===== config.mk =====
export PLATFORM = sky130hd
export DESIGN_NAME = logic_reduce_filt
export DESIGN_NICKNAME = d
export VERILOG_FILES = /design/src/rtl/logic_reduce_pkg.sv /design/src/rtl/logic_reduce_core.sv /design/src/rtl/logic_reduce_filt.sv
export SDC_FILE = /design/constraint.sdc
export NUM_CORES = 1
export LEC_CHECK = 0
export CAP_MARGIN = 40
export CORE_MARGIN = 4
export CORE_UTILIZATION = 40
export DETAILED_ROUTE_END_ITERATION = 7
export PLACE_DENSITY_LB_ADDON = 0.3
export SLEW_MARGIN = 10
export SYNTH_ARGS = -nofsm -noshare
export SYNTH_HDL_FRONTEND = slang
export SYNTH_SLANG_ARGS = --single-unit
export TNS_END_PERCENT = 5

===== constraint.sdc =====
create_clock -name C -period 1.6 [get_ports C]
set_clock_uncertainty 0.05 [all_clocks]
set_input_delay 0.4 -clock C [delete_from_list [all_inputs] [get_ports C]]
set_output_delay 0.4 -clock C [all_outputs]
set_load 0.01 [all_outputs]

===== src/rtl/logic_reduce_pkg.sv =====
// logic_reduce_pkg: shared reduction mode encodings and filter counter width.
// Used by logic_reduce_core (mode decode) and logic_reduce_filt (counter width).
package logic_reduce_pkg;
    localparam int CNT_W = 8;
    typedef enum logic [2:0] {
        RED_AND  = 3'd0,
        RED_NAND = 3'd1,
        RED_OR   = 3'd2,
        RED_NOR  = 3'd3,
        RED_XOR  = 3'd4,
        RED_XNOR = 3'd5
    } red_mode_e;
endpackage


===== src/rtl/logic_reduce_core.sv =====
// logic_reduce_core: combinational reduction of a per-bit-inverted input vector.
// Ports:
//   I     - data inputs, WIDTH bits
//   O_RAW - MODE reduction over (I ^ INV_MASK)
module logic_reduce_core
    import logic_reduce_pkg::*;
#(
    parameter int              WIDTH    = 5,
    parameter logic [WIDTH-1:0] INV_MASK = 5'b00111,
    parameter int              MODE     = 3
) (
    input  logic [WIDTH-1:0] I,
    output logic             O_RAW
);
    localparam red_mode_e M = red_mode_e'(MODE);

    if (MODE < 0 || MODE > 5) begin : g_bad_mode
        $error("logic_reduce_core: MODE %0d is not a legal reduction", MODE);
    end

    logic [WIDTH-1:0] w_x;

    assign w_x   = I ^ INV_MASK;
    assign O_RAW = M == RED_AND  ? &w_x  :
                   M == RED_NAND ? ~&w_x :
                   M == RED_OR   ? |w_x  :
                   M == RED_NOR  ? ~|w_x :
                   M == RED_XOR  ? ^w_x  : ~^w_x;
endmodule


===== src/rtl/logic_reduce_filt.sv =====
// logic_reduce_filt: configurable logic reduction with sampled, persistence-filtered output.
// Ports:
//   C     - clock, rising edge
//   R     - synchronous active-high reset (priority over CE)
//   CE    - clock enable for sample/filter state
//   I     - data inputs, WIDTH bits
//   O_RAW - unregistered reduction result
//   O     - filtered registered result
//   VALID - sample equals O (no change pending)
//   RISE  - one-cycle pulse when O becomes 1
//   FALL  - one-cycle pulse when O becomes 0
// Macro LOGIC_REDUCE_FILT_EDGE_EN: builds RISE/FALL pulse logic; otherwise both are tied 0.
module logic_reduce_filt
    import logic_reduce_pkg::*;
#(
    parameter int               WIDTH    = 5,
    parameter logic [WIDTH-1:0] INV_MASK = 5'b00111,
    parameter int               MODE     = 3,
    parameter int               FILTER   = 0,
    parameter logic             INIT     = 1'b0
) (
    input  logic             C,
    input  logic             R,
    input  logic             CE,
    input  logic [WIDTH-1:0] I,
    output logic             O_RAW,
    output logic             O,
    output logic             VALID,
    output logic             RISE,
    output logic             FALL
);
    if (WIDTH < 2 || WIDTH > 32) begin : g_bad_width
        $error("logic_reduce_filt: WIDTH %0d out of range", WIDTH);
    end
    if (FILTER < 0 || FILTER > 255) begin : g_bad_filter
        $error("logic_reduce_filt: FILTER %0d out of range", FILTER);
    end

    logic             w_raw;
    logic             w_upd;
    logic             r_s;
    logic             r_o;
    logic [CNT_W-1:0] r_cnt;

    logic_reduce_core #(
        .WIDTH(WIDTH),
        .INV_MASK(INV_MASK),
        .MODE(MODE)
    ) u_core (
        .I(I),
        .O_RAW(w_raw)
    );

    // O takes the sample once it has differed for FILTER+1 consecutive CE cycles
    assign w_upd = CE && (r_s != r_o) && (r_cnt == CNT_W'(FILTER));

    always_ff @(posedge C) begin
        if (R) begin
            r_s   <= INIT;
            r_o   <= INIT;
            r_cnt <= '0;
        end else if (CE) begin
            r_s   <= w_raw;
            r_o   <= w_upd ? r_s : r_o;
            r_cnt <= (r_s == r_o || w_upd) ? '0 : r_cnt + 1'b1;
        end
    end

    assign O_RAW = w_raw;
    assign O     = r_o;
    assign VALID = r_s == r_o;

`ifdef LOGIC_REDUCE_FILT_EDGE_EN
    logic r_rise;
    logic r_fall;

    // pulses land in the same cycle O first shows its new value
    always_ff @(posedge C) begin
        if (R) begin
            r_rise <= 1'b0;
            r_fall <= 1'b0;
        end else begin
            r_rise <= w_upd && r_s;
            r_fall <= w_upd && !r_s;
        end
    end

    assign RISE = r_rise;
    assign FALL = r_fall;
`else
    assign RISE = 1'b0;
    assign FALL = 1'b0;
`endif
endmodule


==> reports/qor.yml <==
layout:
  n_antenna_cell: 0
  multi_input_area_um2: 339
  area_growth_pct: 47.6
  final_area_um2: 803
  nFillCells: 109
  nNetsFinal: 94
  drive_gt1_share_pct: 35.4
  seq_area_um2: 203
  layout.cells.non_filler: 97
synthesis:
  ys_warn_count: 0
  ys_seq_area_share_pct: 36.8
  synth_cells: 59
  yosysUniqueCellTypes: 23
  ys_ff_latch: 10
  synth.avg_cell_area_um2: 9.22
  syn_area_um2: 544
outcome:
  outcome: "finished, final reports clean"
route:
  post-route-drc-count: 0
  viasPerCell: 5.45
  drt_iter0_drc: 8
  ant_nets: 0
  drt_pre_antenna_iters: 4
  routed_wl_mm: 1.34
  avgRoutedWirePerCell_um: 13.8
  vias: 529
timing:
  slew_violations: 0
  post-route-min-period_ns: 1.55
  rsz0062_at_grt: "yes"
  max_freq_mhz: 644
  hold_viol: 0
  setup_violations: 0
  period_share_pct: 97.1
die:
  rows: 13
  die_h_um: 44.9
  die_area_um2: 2010
  core_area_um2: 1280
  ios: 13
  die_w_um: 44.9
  initial_core_util_pct: 42.4
worst_setup_path:
  cp_slowest_cell: "or4b_4"
  path_cells: "inv_2, ha_4, or4b_4, o21bai_2, buf_6, a221oi_1"
  start_kind: "flip-flop"
  critPathKind: "reg2reg"
  cp-end-kind: "flip-flop"
  max_stage_delay_ns: 0.47
  crit_fanout: 8
  cp_data_arrival_time_ns: 1.63
  cp.required_ns: 1.68
clock_tree:
  cts_tree: "yes"
  h-tree-depth: 1
  cts_num_sinks: 10
  hold_buffers: 0
  clk_path_buf_depth: 2
  insertion_delay_ns: 0.27
  numCtsBuffers: 3
  clkTransAtPathRegs_ns: 0.07
  clock-root-buffer: "clkbuf_4"
placed_design:
  dpl.hpwl_um: 897
  gp_congestion: 0.749
  port_buffers: 10
  place_inst: 91
  place_area_um2: 719
global_routing:
  grt_first_pass_wirelength_mm: 2.18
  overflow: 0
  antenna_found_initial: 0
  grt_util_all_layers_pct: 15.4
  grt_pass1_vias: 494
  grt_max_degree: 11
power_and_ir_drop:
  vdd_drop_max_v: 0.000585
  total_power_w: 0.000497
  power_density_nw_per_um2: 619
  p_leak_nw: 0.338
flow_run:
  maxCapViolations: 0
worst_hold_path:
  hp-class: "in2reg"
[Yosys cell counts]
cell type,count,area [um2]
o21bai_2,1,11.3
buf_4,3,22.5
nand2_1,2,7.51
xor2_1,3,26.3
o21ai_0,4,20.0
mux2i_1,1,10.0
conb_1,1,3.75
xnor2_1,2,17.5
nand4_1,4,25.0
or4b_4,2,27.5
a21oi_1,2,10.0
a221oi_1,3,26.3
and3_1,1,6.26
nand2b_1,1,6.26
ha_1,2,25.0
clkbuf_1,1,3.75
nand3_1,2,10.0
nor3b_1,1,7.51
or3_1,4,25.0
dfxtp_1,10,200
buf_1,1,3.75
inv_1,3,11.3
a211oi_1,5,37.5
[state kept, by name, summed over array words and instances, names as in the netlist]
register / cells
O: 1
r_cnt: 8
r_s: 1
[critical path, delay by kind of cell (launching register included)]
family / cells / cell delay (ns)
AO/OA/AOI/OAI: 2 / 0.25
adder cells (fa/ha/maj): 1 / 0.11
flip-flops: 1 / 0.32
AND/OR/NAND/NOR: 1 / 0.47
buffers and inverters: 2 / 0.21
[stage by stage]
stage / util [%] / TNS, ns / hold slack [ns] / setup WS (ns)
floorplan: - / 0 / 0.426 / 0.0636
finish: 62.5 / 0 / 0.418 / 0.0468
global route: 62.5 / 0 / 0.453 / 0.00264
global placement: 56.0 / -3.70 / 0.439 / -0.616
CTS: 59.4 / -0.153 / 0.460 / -0.153
detailed placement: 56.0 / -3.79 / 0.450 / -0.663
[path summary, 6_finish.rpt]
| check | from | cells after the start | slack, ns | to |
|---|---|---|---|---|
| worst max-delay path | r_cnt[1]$_SDFFE_PP0P_ | 6 | 0.05 | r_cnt[6]$_SDFFE_PP0P_ |
| worst min-delay path | I[1] | 3 | 0.42 | r_s$_SDFFE_PP0P_ |
| worst max register to register | r_cnt[1]$_SDFFE_PP0P_ | 6 | 0.05 | r_cnt[6]$_SDFFE_PP0P_ |
| worst min register to register | r_s$_SDFFE_PP0P_ | 2 | 0.45 | r_s$_SDFFE_PP0P_ |
[placed cells by master (no fill, tap or decap)]
master           instances
or4b_4                   2
nand3_1                  2
dlymetal6s2s_1           4
a221oi_1                 3
ha_1                     1
and3_1                   1
dfxtp_2                  2
nand2b_1                 1
o21ai_0                  4
clkbuf_4                 3
dfxtp_1                  8
nand2_1                  2
buf_4                   13
mux2i_1                  1
buf_6                    1
buf_2                    1
inv_2                    2
nor3b_4                  1
o21bai_2                 1
xnor2_1                  2
clkdlybuf4s50_1          1
or3_4                    1
or3_1                    3
a21oi_1                  1
a21oi_2                  1
inv_1                    1
dlygate4sd2_1            4
ha_4                     1
nand4_1                  4
a211oi_1                 5
conb_1                   2
xor2_1                   3
[cell type report]
class,instances,area share [%]
tap,15,2.34
timing repair buffer,24,26.0
clock buffer,3,2.80
inverter,3,1.40
multi-input combinational,42,42.2
sequential,10,25.2
[where the power goes]
part / internal [W] / leakage, nW / switching (W)
Combinational: 0.0000365 / 0.242 / 0.0000294
Clock: 0.0000870 / 0.0138 / 0.0000918
Sequential: 0.000251 / 0.0816 / 0.00000150
[per-layer routing]
metal / track usage, % / vias to the layer above / share of wire [%]
met5: 0 / - / 0
met4: 8.19 / 0 / 3.0
met3: 7.17 / 4 / 4.8
met2: 20.9 / 11 / 47
met1: 19.9 / 251 / 45
li1: - / 263 / -
[cell families (layout without fill, tap and decap cells)]
logic type	Yosys count	in the layout	share of synthesized area [%]
mux	1	1	1.84
xor+xnor	5	5	8.05
fa+ha+maj	2	2	4.60
simple gates	17	17	21.2
compound gates	15	15	19.3
flops	10	10	36.8
buf+inv	8	30	7.58
other cells	1	2	0.689
[repair_timing]
action,CTS,global route
gates resized for setup,10,13
setup buffers,3,0
endpoints found under the setup margin,12,5
pin swaps,1,5
No activity file was read; power rests on OpenSTA's default activity.
